--- config.mk ---
export PLATFORM = sky130hd
export DESIGN_NAME = alu_arbiter
export DESIGN_NICKNAME = d
export VERILOG_FILES = /design/src/rtl/alu_defs.sv /design/src/rtl/alu_arbiter_alu.sv /design/src/rtl/alu_arbiter.sv
export SDC_FILE = /design/constraint.sdc
export NUM_CORES = 1
export LEC_CHECK = 0
export ABC_AREA = 0
export BUFFER_PORTS_ARGS = -buffer_cell sky130_fd_sc_hd__buf_4
export CORE_UTILIZATION = 51
export CTS_BUF_LIST = sky130_fd_sc_hd__clkbuf_16
export DETAILED_ROUTE_END_ITERATION = 10
export GPL_TIMING_DRIVEN = 1
export PLACE_DENSITY = 0.78
export SYNTH_ARGS = -nofsm -noshare
export SYNTH_HDL_FRONTEND = slang
export SYNTH_SLANG_ARGS = --single-unit
--- constraint.sdc ---
create_clock -name clk -period 3.3 [get_ports clk]
set_input_delay 0.165 -clock clk [delete_from_list [all_inputs] [get_ports clk]]
set_output_delay 0.165 -clock clk [all_outputs]
set_load 0.005 [all_outputs]
--- src/rtl/alu_defs.sv ---
// Shared opcode constants, FSM encoding and opcode helpers for the ALU arbiter slice.
package alu_defs;

  localparam int OP_W = 4;

  localparam logic [OP_W-1:0] OP_ADD        = 4'd0;
  localparam logic [OP_W-1:0] OP_SUB        = 4'd1;
  localparam logic [OP_W-1:0] OP_OR         = 4'd2;
  localparam logic [OP_W-1:0] OP_AND        = 4'd3;
  localparam logic [OP_W-1:0] OP_SLT        = 4'd4;
  localparam logic [OP_W-1:0] OP_SLTU       = 4'd5;
  localparam logic [OP_W-1:0] LAST_VALID_OP = OP_SLTU;

  typedef enum logic [1:0] {
    ST_IDLE = 2'd0,
    ST_EXEC = 2'd1,
    ST_RESP = 2'd2
  } state_e;

  function automatic logic op_illegal(input logic [OP_W-1:0] op);
    return op > LAST_VALID_OP;
  endfunction

endpackage

--- src/rtl/alu_arbiter_alu.sv ---
// Combinational 32-bit ALU: add/sub with signed-overflow flag, or/and, slt/sltu.
module alu_arbiter_alu
  import alu_defs::*;
#(
  parameter int DATA_W = 32
) (
  input  logic [OP_W-1:0]          op,
  input  logic signed [DATA_W-1:0] a,
  input  logic signed [DATA_W-1:0] b,
  output logic [DATA_W-1:0]        out,
  output logic                     ovf
);

  logic signed [DATA_W:0] sum_x;
  logic signed [DATA_W:0] dif_x;

  // Overflow shows up as disagreement between the two top bits of the sign-extended result.
  function automatic logic ext_ovf(input logic signed [DATA_W:0] x);
    return x[DATA_W] ^ x[DATA_W-1];
  endfunction

  assign sum_x = {a[DATA_W-1], a} + {b[DATA_W-1], b};
  assign dif_x = {a[DATA_W-1], a} - {b[DATA_W-1], b};

  always_comb begin
    out = '0;
    ovf = 1'b0;
    case (op)
      OP_ADD: begin
        out = sum_x[DATA_W-1:0];
        ovf = ext_ovf(sum_x);
      end
      OP_SUB: begin
        out = dif_x[DATA_W-1:0];
        ovf = ext_ovf(dif_x);
      end
      OP_OR:   out = a | b;
      OP_AND:  out = a & b;
      OP_SLT:  out = {{(DATA_W-1){1'b0}}, (a < b)};
      OP_SLTU: out = {{(DATA_W-1){1'b0}}, ($unsigned(a) < $unsigned(b))};
      default: begin
        out = '0;
        ovf = 1'b0;
      end
    endcase
  end

endmodule

--- src/rtl/alu_arbiter.sv ---
// Two-requester round-robin front end to a single shared ALU: IDLE accepts, EXEC computes,
// RESP holds the result until the granted requester consumes it.
module alu_arbiter
  import alu_defs::*;
#(
  parameter int DATA_W = 32
) (
  input  logic              clk,
  input  logic              reset,
  input  logic              req0_valid,
  output logic              req0_ready,
  input  logic [OP_W-1:0]   req0_op,
  input  logic [DATA_W-1:0] req0_a,
  input  logic [DATA_W-1:0] req0_b,
  input  logic              req1_valid,
  output logic              req1_ready,
  input  logic [OP_W-1:0]   req1_op,
  input  logic [DATA_W-1:0] req1_a,
  input  logic [DATA_W-1:0] req1_b,
  output logic              rsp0_valid,
  input  logic              rsp0_ready,
  output logic              rsp1_valid,
  input  logic              rsp1_ready,
  output logic [DATA_W-1:0] rsp_data,
  output logic              rsp_ovf,
  output logic              rsp_err
);

  state_e state, nstate;
  logic   last_gnt;
  logic   cur_gnt;
  logic   gnt_sel;
  logic   accept;
  logic   rsp_hs;

  logic [OP_W-1:0]          op_p0;
  logic signed [DATA_W-1:0] a_p0;
  logic signed [DATA_W-1:0] b_p0;

  logic [DATA_W-1:0] alu_out;
  logic              alu_ovf;

  logic [DATA_W-1:0] data_p1;
  logic              ovf_p1;
  logic              err_p1;

  // On a tie the requester that was not served last wins; otherwise whoever is valid.
  assign gnt_sel = (req0_valid & req1_valid) ? ~last_gnt : req1_valid;
  assign accept  = (state == ST_IDLE) & (req0_valid | req1_valid) & ~reset;
  assign rsp_hs  = (state == ST_RESP) & (cur_gnt ? rsp1_ready : rsp0_ready);

  always_ff @(posedge clk) begin
    if (reset) begin
      state    <= ST_IDLE;
      last_gnt <= 1'b1;
      cur_gnt  <= 1'b0;
    end else begin
      state <= nstate;
      if (accept) cur_gnt <= gnt_sel;
      if (rsp_hs) last_gnt <= cur_gnt;
    end
  end

  always_comb begin
    nstate = state;
    case (state)
      ST_IDLE: if (accept) nstate = ST_EXEC;
      ST_EXEC: nstate = ST_RESP;
      ST_RESP: if (rsp_hs) nstate = ST_IDLE;
      default: nstate = ST_IDLE;
    endcase
  end

  always_comb begin
    req0_ready = accept & ~gnt_sel;
    req1_ready = accept & gnt_sel;
    rsp0_valid = (state == ST_RESP) & ~cur_gnt & ~reset;
    rsp1_valid = (state == ST_RESP) & cur_gnt & ~reset;
  end

  // Stage p0: operand capture on the accept handshake only.
  always_ff @(posedge clk) begin
    if (accept) begin
      op_p0 <= gnt_sel ? req1_op : req0_op;
      a_p0  <= gnt_sel ? req1_a  : req0_a;
      b_p0  <= gnt_sel ? req1_b  : req0_b;
    end
  end

  alu_arbiter_alu #(
    .DATA_W(DATA_W)
  ) u_alu (
    .op (op_p0),
    .a  (a_p0),
    .b  (b_p0),
    .out(alu_out),
    .ovf(alu_ovf)
  );

  // Stage p1: result registers, written once in EXEC and held through RESP.
  always_ff @(posedge clk) begin
    if (reset) begin
      data_p1 <= '0;
      ovf_p1  <= 1'b0;
      err_p1  <= 1'b0;
    end else if (state == ST_EXEC) begin
      err_p1  <= op_illegal(op_p0);
      data_p1 <= op_illegal(op_p0) ? '0 : alu_out;
      ovf_p1  <= op_illegal(op_p0) ? 1'b0 : alu_ovf;
    end
  end

  assign rsp_data = data_p1;
  assign rsp_ovf  = ovf_p1;
  assign rsp_err  = err_p1;

endmodule

==> summary by stage <==
Floorplanning
Measured along the x axis, the die boundary spans 134 microns. The chip height is 134 microns. The count of boundary I/O pins is 180. The total number of placement rows is 48. The initial cell density of the core is 51.9%. The area inside the core boundary is 17,200 sq um. The die covers 18,100 sq um.

Global routing
The initial antenna violation count is 0. Entering global routing, the biggest net connects 48 pins. The first global-routing pass estimated 41.2 mm of wire. The number of global-route vias before repair is 8,157. The global-route usage over all layers is 28.8%. After global routing the overflow that remains totals 0.

Finish
The number of standard cells in the final layout excluding fillers is 1,416. The repair_antennas step left the layout with diodes totalling 0. The number of fill cells is 1,431. The area added between synthesis and finish is 24.6%. The total number of nets in the final design is 1,429. At the end of the flow the core is filled with cells to 64.6%.

The fraction of final layout cells sized beyond drive strength 1 is 29.3%.

Yosys
In this run, synthesis inferred 68 flip-flops with an integrated enable. The cell count after synthesis is 1,006. The most common flop cell mapped by yosys is edfxtp_1.

After synthesis the netlist holds a flip-flop and latch count of 106. The number of warnings reported in the yosys synthesis log is 0. The cell area that synthesis handed to floorplanning was 8940 sq um. The netlist uses 71 different library cells. After synthesis, the share of flip-flops with an asynchronous set or reset is 0%. Synthesis produced a netlist with a net count of 1,249. The proportion of synthesized chip area in sequential cells is 31.3%. A synthesized cell averages 8.89 sq um.

Place
Input and output buffers added on the ports amount to 179. At the end of routability-driven placement, the weighted congestion stood at 0.924. The total half-perimeter wirelength after legalization and detailed placement is 18.8 mm.

The placed cell count is 1,397.

Run
Max-cap violations in this run came to 0.

Power
Sequential cells burn 37.6% of the power. The internal portion of the total power is 2.77 mW. The logic gate share of total power is 35.9%. The clock network accounts for 26.6% of the total power. The maximum vdd ir drop is 0.297 mV.

In this run the power spent charging and discharging nets is 1.40 mW. The switching portion of total power is 33.6%. The post-route total power is 4.17 mW. For this design the ratio of total power to cell area is 375 nW/um^2. The leakage power figure is 4.86 nW.

Route
Dividing the detail-routed via count by the number of cells gives 5.97. In the final routing, the length of wire on met1 measures 11.5 mm. For this run, design rule violations remaining after detail routing come to 0.

The final route contains 8,447 vias. The number of detailed-routing iterations run before antenna repair is 5. The wire length on met2 is 12.2 mm. After detailed routing, the average wire length per cell comes to 18.1 microns. Routed signal wires occupy layers up through met4. Wires add up to 25.7 mm. The post-route antenna net violation count is 0. The routed design uses 1.56 mm of met3 wire. In this run, the number of DRC markers left after iteration 0 of detailed routing was 847.

Setup path
For the worst flop-to-flop path, the logic depth is 11. The end point of the critical path is rsp_data[27]$_SDFFE_PP0N_. The sort of element at the start of the critical path is a register. In this run the critical register-to-register path is launched from a_p0[9]$_DFFE_PP_. The reg-to-reg endpoint is rsp_data[27]$_SDFFE_PP0N_. The setup path with the least slack is of type reg -> reg. The required time of the worst setup path is 3.56 ns. The maximum fanout along the worst path is 5. For flop-to-flop paths, the worst setup slack is 0.08 ns. The kind of end point of the critical path is a register. The arrival time of data at the critical path endpoint is 3.48 ns. The critical path starts at a_p0[9]$_DFFE_PP_.

STA
Based on the critical path, the design can be clocked at up to 310 MHz. Setup repair after global routing could not meet its margin everywhere. The relative slew slack is 39.1%. The hold violation total from the final report is 0.

The setup skew after layout is 0.00857 ns. The worst hold slack is 0.0653 ns. Setup violations remaining at the end of the flow were counted as 0. For the pin with the worst max-slew slack, the measured transition is 0.913 ns. The final max-slew violation count is 0. The minimum clock period after layout is 3.22 ns. The share of the clock period used by the worst path after layout is 97.6%.

Run status
The run finished with clean final reports.

Clock tree
The buffer cell driving the clock tree root is clkbuf_16. The number of buffers between clock root and the deepest sink is 2. The insertion delay of the later-clocked pin in the worst-skew pair is 0.37 ns. For this design, the sink count on the clock tree is 106. CTS built an H-tree with a depth of 3. Clock-pin slew was measured on the worst setup and hold paths at 0.07 ns.

The clock tree from TritonCTS is done. The number of buffers created by CTS is 9.

Hold path
The worst min-delay path class is in -> reg. The origin of the worst min-delay path is rsp1_ready.
## flip-flops by register name (all words and copies together), names as in the netlist
| name | cells |
|---|---|
| a_p0 | 32 |
| b_p0 | 32 |
| rsp_data | 32 |
| op_p0 | 4 |
| state | 2 |
| cur_gnt | 1 |
| last_gnt | 1 |
| rsp_err | 1 |
| rsp_ovf | 1 |
## worst min path at each step
stage | cells past startpoint | to
after floorplan | 2 | last_gnt$_SDFFE_PP1P_
after global placement | 3 | last_gnt$_SDFFE_PP1P_
after detailed placement | 3 | last_gnt$_SDFFE_PP1P_
after CTS | 3 | last_gnt$_SDFFE_PP1P_
after global routing | 3 | last_gnt$_SDFFE_PP1P_
final | 3 | last_gnt$_SDFFE_PP1P_
## cell usage in the layout (no fill, tap or decap), types with 5 or more instances in the layout
master and instances:
o31ai_1 7, buf_4 229, a21o_1 12, mux2i_1 11
clkbuf_16 9, a221oi_1 10, edfxtp_1 68, a211oi_1 11
dfxtp_1 38, o211ai_1 12, o22ai_1 6, xnor2_1 20
a311oi_1 5, o21ai_0 46, and2_1 5, o21bai_1 17
nor4_1 6, o221ai_1 6, nor2_1 64, mux2_2 68
nand3_1 18, a22oi_1 19, nand2b_1 5, nor3_1 24
nor2b_1 11, nand2_1 48, or3_1 8, inv_1 95
nand4_1 6, ha_1 94, and3_1 11, a21oi_1 100
## power by group through the flow
stage | sequential (mW) | combinational, mW | clock (mW)
after floorplan | 1.59 | 0.940 | 0
after detailed placement | 1.60 | 1.42 | 0
final | 1.57 | 1.50 | 1.11
after global placement | 1.59 | 1.41 | 0
after global routing | 1.58 | 1.63 | 1.17
after CTS | 1.57 | 1.44 | 1.12
## stage by stage
stage          setup WS (ns)  instance area (sq um)  TNS, ns
6_report              0.0778                  11100        0
2_1_floorplan          0.261                   8940        0
4_1_cts               0.0184                  11000        0
3_5_place_dp         -0.0323                  10700  -0.0370
3_3_place_gp          0.0504                  10700        0
5_1_grt              -0.0643                  11100  -0.0751
## final cells by class
cell class              count  area, sq um  share of cell area (%)
clock buffers               9          225                    2.02
clock inverters             7         67.6                   0.606
multi-input cells         741         5670                    50.9
well taps                 225          282                    2.53
flip-flops and latches    106         2800                    25.2
repair buffers            230         1730                    15.5
inverters                  98          368                    3.30
## per-layer routing
layer	global-route usage, %	vias to the layer above
li1	-	4015
met1	38.4	4050
met2	49.0	343
met3	3.93	39
met4	7.80	0
met5	0	-
## repair_timing
item	in CTS	in global routing
buffers inserted	0	3
endpoints found under the setup margin	3	16
endpoints found under the hold margin	0	0
resized for setup	6	29
hold buffers	0	0
pin swaps	3	5
## kinds of logic after synthesis
group	after synthesis	synth area share, %
compound gates	309	22.7
flops	106	31.3
simple gates	228	12.7
xor+xnor	24	2.35
buf+inv	159	6.86
mux	79	9.80
fa+ha+maj	101	14.3
## synth_stat cells (3+ instances only)
master	n	area, sq um
a21oi_1	101	505
ha_1	99	1240
inv_1	98	368
edfxtp_1	68	2040
mux2_2	68	766
nor2_1	64	240
clkbuf_1	51	191
o21ai_0	50	250
nand2_1	48	180
dfxtp_1	38	761
nor3_1	28	140
xnor2_1	20	175
a22oi_1	19	143
nand3_1	18	90.1
o21bai_1	18	135
a211oi_1	13	97.6
a21o_1	12	90.1
nor2b_1	12	75.1
o211ai_1	12	90.1
and3_1	11	68.8
mux2i_1	11	110
a221oi_1	10	87.6
o31ai_1	8	60.1
or3_1	8	50.1
buf_2	7	35.0
nor4_1	7	43.8
a311oi_1	6	52.6
nand4_1	6	37.5
o221ai_1	6	52.6
o22ai_1	6	37.5
and2_1	5	31.3
nand2b_1	5	31.3
o311ai_0	5	43.8
a31oi_1	4	25.0
nor3b_1	4	30.0
xor2_1	4	35.0
a211o_1	3	26.3
a21boi_1	3	22.5
o2111ai_1	3	26.3
o21a_1	3	22.5
or4_1	3	22.5
## worst max-delay path: stages (launching register included)
cell,delay [ns]
edfxtp_1,0.38
inv_1,0.06
ha_1,0.36
or4_4,0.58
nor4_4,0.29
o21bai_1,0.11
a22o_1,0.23
o31a_1,0.33
o311ai_2,0.29
o311ai_2,0.17
mux2i_1,0.15
a21o_1,0.16
No activity file was read; power rests on OpenSTA's default activity.
